**config.mk**
```make
export PLATFORM = sky130hd
export DESIGN_NAME = mem_dump_streamer_flat
export DESIGN_NICKNAME = d
export VERILOG_FILES = /design/src/rtl/mem_dump_streamer_pkg.sv /design/src/rtl/mem_dump_streamer_if.sv /design/src/rtl/mem_dump_streamer.sv /design/src/flat_wrapper.sv
export SDC_FILE = /design/constraint.sdc
export NUM_CORES = 1
export LEC_CHECK = 0
export ABC_AREA = 1
export BUFFER_PORTS_ARGS = -buffer_cell sky130_fd_sc_hd__buf_4
export CELL_PAD_IN_SITES_DETAIL_PLACEMENT = 1
export CELL_PAD_IN_SITES_GLOBAL_PLACEMENT = 2
export CORE_UTILIZATION = 31
export DETAILED_ROUTE_END_ITERATION = 7
export MAX_ROUTING_LAYER = met4
export PLACE_DENSITY_LB_ADDON = 0.1
export RECOVER_POWER = 50
export SYNTH_ARGS = -nofsm -noshare
export SYNTH_HDL_FRONTEND = slang
export SYNTH_SLANG_ARGS = --single-unit
export TNS_END_PERCENT = 5
```
**constraint.sdc**
```tcl
create_clock -name clk -period 4.34 [get_ports clk]
set_clock_uncertainty 0.05 [all_clocks]
set_input_delay 1.302 -clock clk [delete_from_list [all_inputs] [get_ports clk]]
set_output_delay 1.302 -clock clk [all_outputs]
set_load 0.02 [all_outputs]
```
**src/rtl/mem_dump_streamer_pkg.sv**
```systemverilog
// -----------------------------------------------------------------------------
// mem_dump_streamer_pkg
// Shared definitions for the memory dump streamer: data widths, the latency
// counter width, default parameter values, the FSM state encoding and small
// helpers that split a 32-bit memory word into its two halfwords.
// -----------------------------------------------------------------------------
package mem_dump_streamer_pkg;

  localparam int WORD_WIDTH        = 32;
  localparam int HALF_WIDTH        = 16;
  localparam int LAT_WIDTH         = 3;  // holds READ_LATENCY-1 for latencies 1..7
  localparam int DEF_ADDR_WIDTH    = 9;  // 512 words
  localparam int DEF_READ_LATENCY  = 1;

  typedef enum logic [2:0] {
    ST_IDLE = 3'd0,
    ST_REQ  = 3'd1,
    ST_WAIT = 3'd2,
    ST_LO   = 3'd3,
    ST_HI   = 3'd4,
    ST_FIN  = 3'd5
  } state_e;

  // The loader places the even halfword in the low bits, the odd one above it.
  function automatic logic [HALF_WIDTH-1:0] lo_half(input logic [WORD_WIDTH-1:0] word);
    return word[HALF_WIDTH-1:0];
  endfunction

  function automatic logic [HALF_WIDTH-1:0] hi_half(input logic [WORD_WIDTH-1:0] word);
    return word[WORD_WIDTH-1:HALF_WIDTH];
  endfunction

endpackage

```
**src/rtl/mem_dump_streamer_if.sv**
```systemverilog
// -----------------------------------------------------------------------------
// mem_dump_streamer_if
// Bundles the two buses of the dump streamer:
//   memory read port : mem_addr, mem_rd_en (to memory), mem_rdata (from memory)
//   halfword stream  : hw_valid, hw_data, hw_last (to sink), hw_ready (from sink)
// Modports:
//   master - the streamer (drives address/strobe and the stream)
//   slave  - the memory + sink side (drives read data and ready)
// -----------------------------------------------------------------------------
interface mem_dump_streamer_if
  import mem_dump_streamer_pkg::*;
#(
  parameter int ADDR_WIDTH = DEF_ADDR_WIDTH
);

  logic [ADDR_WIDTH-1:0] mem_addr;
  logic                  mem_rd_en;
  logic [WORD_WIDTH-1:0] mem_rdata;
  logic                  hw_valid;
  logic [HALF_WIDTH-1:0] hw_data;
  logic                  hw_last;
  logic                  hw_ready;

  modport master (
    output mem_addr,
    output mem_rd_en,
    input  mem_rdata,
    output hw_valid,
    output hw_data,
    output hw_last,
    input  hw_ready
  );

  modport slave (
    input  mem_addr,
    input  mem_rd_en,
    output mem_rdata,
    input  hw_valid,
    input  hw_data,
    input  hw_last,
    output hw_ready
  );

endinterface

```
**src/rtl/mem_dump_streamer.sv**
```systemverilog
// -----------------------------------------------------------------------------
// mem_dump_streamer
// Walks word_count memory words starting at base_addr and emits each word as
// two 16-bit halfwords, low half first, so the stream reproduces the halfword
// order the program loader packed into memory. One read is outstanding at a
// time; there is no prefetch. Addresses wrap modulo 2^ADDR_WIDTH.
//
// Parameters:
//   ADDR_WIDTH    word-address width
//   READ_LATENCY  cycles from mem_rd_en sampled to mem_rdata valid (1..7)
//
// Ports:
//   clk           rising-edge clock
//   rst_n         asynchronous active-low reset; abandons any dump in flight
//   start_i       begin a dump; only honoured while idle
//   base_addr_i   first word address, latched on an accepted start
//   word_count_i  words to dump (0..2^ADDR_WIDTH), latched on an accepted start
//   busy_o        high from the cycle after an accepted start until done
//   done_o        one-cycle completion pulse (busy_o is already low with it)
//   bus           memory read port + halfword stream (master side)
//
// Every output is a register; the stream holds data/last stable while stalled.
// -----------------------------------------------------------------------------
module mem_dump_streamer
  import mem_dump_streamer_pkg::*;
#(
  parameter int ADDR_WIDTH   = DEF_ADDR_WIDTH,
  parameter int READ_LATENCY = DEF_READ_LATENCY
) (
  input  logic                  clk,
  input  logic                  rst_n,
  input  logic                  start_i,
  input  logic [ADDR_WIDTH-1:0] base_addr_i,
  input  logic [ADDR_WIDTH:0]   word_count_i,
  output logic                  busy_o,
  output logic                  done_o,
  mem_dump_streamer_if.master   bus
);

  localparam logic [LAT_WIDTH-1:0]  LAT_LOAD = LAT_WIDTH'(READ_LATENCY - 1);
  localparam logic [ADDR_WIDTH:0]   CNT_ONE  = (ADDR_WIDTH+1)'(1);
  localparam logic [ADDR_WIDTH-1:0] ADDR_ONE = ADDR_WIDTH'(1);

  state_e                state_q;
  logic [ADDR_WIDTH:0]   remaining_q;  // words not yet fully streamed
  logic [LAT_WIDTH-1:0]  lat_cnt_q;    // WAIT cycles left minus one
  logic [HALF_WIDTH-1:0] hi_half_q;    // odd halfword parked until LO is taken

  logic                  busy_q;
  logic                  done_q;
  logic [ADDR_WIDTH-1:0] mem_addr_q;   // also serves as the current word address
  logic                  mem_rd_en_q;
  logic                  hw_valid_q;
  logic [HALF_WIDTH-1:0] hw_data_q;
  logic                  hw_last_q;

  logic [ADDR_WIDTH-1:0] next_addr_d;

  // Natural ADDR_WIDTH overflow gives the 0x1FF -> 0x000 wrap.
  assign next_addr_d = mem_addr_q + ADDR_ONE;

  always_ff @(posedge clk or negedge rst_n) begin
    if (!rst_n) begin
      state_q     <= ST_IDLE;
      remaining_q <= '0;
      lat_cnt_q   <= '0;
      hi_half_q   <= '0;
      busy_q      <= 1'b0;
      done_q      <= 1'b0;
      mem_addr_q  <= '0;
      mem_rd_en_q <= 1'b0;
      hw_valid_q  <= 1'b0;
      hw_data_q   <= '0;
      hw_last_q   <= 1'b0;
    end else begin
      // NOTE: state uses non-blocking assignments; these two defaults make the
      // strobes single-cycle and are overridden below only where they fire.
      done_q      <= 1'b0;
      mem_rd_en_q <= 1'b0;

      case (state_q)
        ST_IDLE: begin
          if (start_i) begin
            remaining_q <= word_count_i;
            if (word_count_i == '0) begin
              // Nothing to read: report completion without ever going busy
              // and without disturbing the last issued address.
              state_q <= ST_FIN;
            end else begin
              busy_q      <= 1'b1;
              mem_addr_q  <= base_addr_i;
              mem_rd_en_q <= 1'b1;
              state_q     <= ST_REQ;
            end
          end
        end

        ST_REQ: begin
          // The strobe is visible for exactly this cycle; start timing the read.
          lat_cnt_q <= LAT_LOAD;
          state_q   <= ST_WAIT;
        end

        ST_WAIT: begin
          if (lat_cnt_q == '0) begin
            // mem_rdata is only trusted on this exact cycle.
            hw_valid_q <= 1'b1;
            hw_data_q  <= lo_half(bus.mem_rdata);
            hi_half_q  <= hi_half(bus.mem_rdata);
            hw_last_q  <= 1'b0;
            state_q    <= ST_LO;
          end else begin
            lat_cnt_q <= lat_cnt_q - LAT_WIDTH'(1);
          end
        end

        ST_LO: begin
          // Without ready everything holds, keeping the stalled beat stable.
          if (bus.hw_ready) begin
            hw_data_q <= hi_half_q;
            hw_last_q <= (remaining_q == CNT_ONE);
            state_q   <= ST_HI;
          end
        end

        ST_HI: begin
          if (bus.hw_ready) begin
            hw_valid_q  <= 1'b0;
            hw_last_q   <= 1'b0;
            remaining_q <= remaining_q - CNT_ONE;
            if (remaining_q == CNT_ONE) begin
              state_q <= ST_FIN;
            end else begin
              mem_addr_q  <= next_addr_d;
              mem_rd_en_q <= 1'b1;
              state_q     <= ST_REQ;
            end
          end
        end

        ST_FIN: begin
          done_q  <= 1'b1;
          busy_q  <= 1'b0;
          state_q <= ST_IDLE;
        end

        default: begin
          busy_q     <= 1'b0;
          hw_valid_q <= 1'b0;
          hw_last_q  <= 1'b0;
          state_q    <= ST_IDLE;
        end
      endcase
    end
  end

  assign busy_o        = busy_q;
  assign done_o        = done_q;
  assign bus.mem_addr  = mem_addr_q;
  assign bus.mem_rd_en = mem_rd_en_q;
  assign bus.hw_valid  = hw_valid_q;
  assign bus.hw_data   = hw_data_q;
  assign bus.hw_last   = hw_last_q;

endmodule

```
**src/flat_wrapper.sv**
```systemverilog
// flat-port wrapper written by rule: the top's interface ports become plain ports
module mem_dump_streamer_flat import mem_dump_streamer_pkg::*;
#(
  parameter int ADDR_WIDTH   = DEF_ADDR_WIDTH,
  parameter int READ_LATENCY = DEF_READ_LATENCY
)
  (clk, rst_n, start_i, base_addr_i, word_count_i, busy_o, done_o, bus_mem_addr, bus_mem_rd_en, bus_mem_rdata, bus_hw_valid, bus_hw_data, bus_hw_last, bus_hw_ready);
  mem_dump_streamer_if #(.ADDR_WIDTH(ADDR_WIDTH)) bus_i ();
  input  logic clk;
  input  logic rst_n;
  input  logic start_i;
  input  logic [ADDR_WIDTH-1:0] base_addr_i;
  input  logic [ADDR_WIDTH:0] word_count_i;
  output logic busy_o;
  output logic done_o;
  output wire logic [$bits(bus_i.mem_addr)-1:0] bus_mem_addr;
  output wire logic [$bits(bus_i.mem_rd_en)-1:0] bus_mem_rd_en;
  input wire logic [$bits(bus_i.mem_rdata)-1:0] bus_mem_rdata;
  output wire logic [$bits(bus_i.hw_valid)-1:0] bus_hw_valid;
  output wire logic [$bits(bus_i.hw_data)-1:0] bus_hw_data;
  output wire logic [$bits(bus_i.hw_last)-1:0] bus_hw_last;
  input wire logic [$bits(bus_i.hw_ready)-1:0] bus_hw_ready;
  assign bus_mem_addr = bus_i.mem_addr;
  assign bus_mem_rd_en = bus_i.mem_rd_en;
  assign bus_i.mem_rdata = bus_mem_rdata;
  assign bus_hw_valid = bus_i.hw_valid;
  assign bus_hw_data = bus_i.hw_data;
  assign bus_hw_last = bus_i.hw_last;
  assign bus_i.hw_ready = bus_hw_ready;
  mem_dump_streamer #(.ADDR_WIDTH(ADDR_WIDTH), .READ_LATENCY(READ_LATENCY)) u_core (.clk(clk), .rst_n(rst_n), .start_i(start_i), .base_addr_i(base_addr_i), .word_count_i(word_count_i), .busy_o(busy_o), .done_o(done_o), .bus(bus_i));
endmodule
```
==> run_results.csv <==
group,metric,value,unit
sta,finalCriticalPeriod,3051,ps
floorplanning,start_util,32.09,%
detailed_routing,firstDrtPassIters,5,
clock_tree,clock_tree.root_cell,"clkbuf_8",
setup_path,reg2reg_slack,1290,ps
detailed_routing,drt-total-wl,9.261,mm
grt,grt_pass1_wl,15.67,mm
final_layout,multi_input_area,0.001511,sq mm
final_layout,regArea,0.001551,sq mm
hold_path,min_path_type,"register to register",
clock_tree,htreeDepth,3,
final_layout,mostFrequentLayoutCell,"nand2_1",
synth,syn_nets,521,
synth,synth_top_area_share,46.62,%
floorplanning,chipHeight,105.6,um
setup_path,r2r-start,"u_core.state_q[0]",
final_layout,fillers,1334,
setup_path,critPathKind,"register to register",
synth,syn_inst,461,
clock_tree,post_cts_buffers,0,
sta,slew-limit-headroom,-8.152,%
outcome,status,"finished with violations",
clock_tree,cts_buffer_depth,2,
setup_path,critPathArrivalTime,3210,ps
grt,grt_max_degree,63,
final_layout,postLayoutCoreUtil,41.04,%
final_layout,layout_common_cells,"nand2_1, buf_4, dfrtp_1, nor2_1, inv_1",
grt,grtUsageTotal,18.47,%
hold_path,holdPathEnd,"u_core.bus.hw_valid",
detailed_routing,ant_nets,0,
floorplanning,core_area,0.01037,sq mm
floorplanning,placementRows,37,
setup_path,r2r_end,"u_core.bus.hw_data[3]",
grt,grt.overflow.total,0,
sta,worst_pin_slew,1622,ps
setup_path,crit_path_top_delay_cell,"nor3_1",
setup_path,ff2ff_path_depth,5,
setup_path,path_buf_inv,1,
clock_tree,path_clk_slew,70,ps
synth,syn_avg_cell_area,7.220,sq um
floorplanning,die_width,105.6,um
detailed_routing,drtIter0Drc,104,
synth,yosysTopAreaCell,"dfrtp_1",
sta,hold_viol_final,0,
detailed_routing,viasPerCell,4.644,
setup_path,cp_num_cells,5,
synth,ys_types,32,
setup_path,critical_path.max_stage_delay,860,ps
clock_tree,clkLatencyLatePin,350,ps
sta,rsz0062_at_grt,"false",
power,cellLeakagePower,0.002226,uW
detailed_routing,vias,3172,
final_layout,area_growth,27.86,%
detailed_routing,drc,0,
clock_tree,cts_hold_buf,0,
sta,post-route-period-util,70.30,%
clock_tree,cts.sinks,62,
sta,fin_tns_setup,0,ps
synth,seq_area_frac_synth,46.62,%
placed_design,globalplace.congestion,0.7708,
hold_path,hold_start,"u_core.bus.hw_valid",
setup_path,cp_data_required_time,4500,ps
setup_path,cp-start-kind,"register",
clock_tree,cts_tree,"yes",
final_layout,drive_above_1_share,21.02,%
synth,yosys-top-cells-area,"dfrtp_1, nand2_1, nand3_1",
placed_design,port_buffers,84,
clock_tree,cts_buffers,9,
flow_run,drv_cap,1,
sta,finalSetupViolations,0,
sta,timing.fmax,327.8,MHz
setup_path,worstSetupEndpointType,"register",
setup_path,path_cells,"nor3_1 -> nand2_1 -> o21ai_2 -> buf_4 -> o21ai_0",
final_layout,fin_nets,602,
grt,antenna_found_initial,0,
final_layout,num_antenna_cells,0,
setup_path,crit_family,"simple AND/OR/NAND/NOR gates",
sta,drv_slew,63,
hold_path,worst_hold_path.num_cells,2,
synth,netlist_area,0.003328,sq mm
floorplanning,die_area,0.01115,sq mm
placed_design,dp_hpwl,6.511,mm
synth,ys_seq_elements,62,
power,irDropWorstVdd,0.2363,mV
setup_path,crit_fanout,32,
outcome,violations,"capacitance limit, slew limit",
power,powerDensity,708.6,mW/mm^2
grt,grt_pass1_vias,3238,
synth,yosysWarnings,0,
detailed_routing,wl_per_cell,13.56,um
clock_tree,cts_resized,0,
floorplanning,io_pins,85,
## per-layer routing
metal	global-route usage, %	wire length (um)
met3	3.030	271
met5	-	0
met2	28.29	4376
met4	7.540	116
met1	24.39	4497
## power breakdown
group / total, uW / internal, uW / switching, uW
registers: 1060 / 844 / 211
logic: 1390 / 508 / 886
clock network: 565 / 323 / 243
total: 3020 / 1680 / 1340
## how the worst max path moves through the flow
stage / end / from / slack (ps)
floorplan: u_core.bus.mem_addr[0] / word_count_i[8] / 1970
global placement: u_core.bus.mem_addr[8] / word_count_i[8] / 1510
detailed placement: u_core.bus.mem_addr[8] / word_count_i[8] / 1460
CTS: u_core.bus.mem_addr[8] / word_count_i[8] / 1820
global route: u_core.bus.hw_data[10] / u_core.state_q[0] / 820
finish: u_core.bus.hw_data[3] / u_core.state_q[0] / 1290
## stage by stage
step	area [sq um]	hold slack [ps]	setup WS (ps)	std cells	power, uW
after floorplan	3328	392.2	1967	461	2002
after global placement	4063	406.0	1507	667	2458
after detailed placement	4063	408.4	1457	667	2504
after CTS	4277	428.0	1824	683	3090
after global routing	4255	451.9	819.9	683	3310
final	4255	424.0	1289	683	3015
## cells by family (layout without fill, tap and decap cells)
logic type / Yosys count / after routing / synth area share, %
compound gates: 65 / 65 / 10.45
fa+ha+maj: 5 / 5 / 1.880
buf+inv: 61 / 147 / 7.406
flops: 62 / 62 / 46.62
simple gates: 268 / 268 / 33.65
## worst min-delay path: stages, from the launching register on
cell,delay (ps)
dfrtp_1,350
nand2_1,50
nand2_1,50
## Yosys cell counts, drive strengths merged
cell / count
a21boi: 1
a21oi: 21
a31oi: 1
and2: 2
buf: 7
clkbuf: 8
dfrtp: 62
ha: 5
inv: 46
nand2: 169
nand3: 39
nand4: 3
nor2: 47
nor3: 3
o211ai: 1
o21ai: 35
o21bai: 3
o22ai: 2
o31ai: 1
or2: 5
## sequential cells by signal, summed over array words and instances, names as in the netlist
signal	flops
u_core.lat_cnt_q	3
u_core.bus.mem_rd_en	1
u_core.bus.hw_data	16
u_core.remaining_q	10
u_core.bus.hw_valid	1
u_core.done_o	1
u_core.state_q	3
u_core.hi_half_q	16
u_core.bus.mem_addr	9
u_core.busy_o	1
u_core.bus.hw_last	1
## final cells by class
| type | count | area share [%] |
|---|---|---|
| clock inverter | 6 | 2.029 |
| multi-input combinational | 338 | 35.52 |
| timing repair buffer | 85 | 14.94 |
| tap | 136 | 3.999 |
| inverter | 46 | 4.058 |
| sequential | 62 | 36.46 |
| clock buffer | 10 | 2.999 |
(Power assumes the default switching activity.)
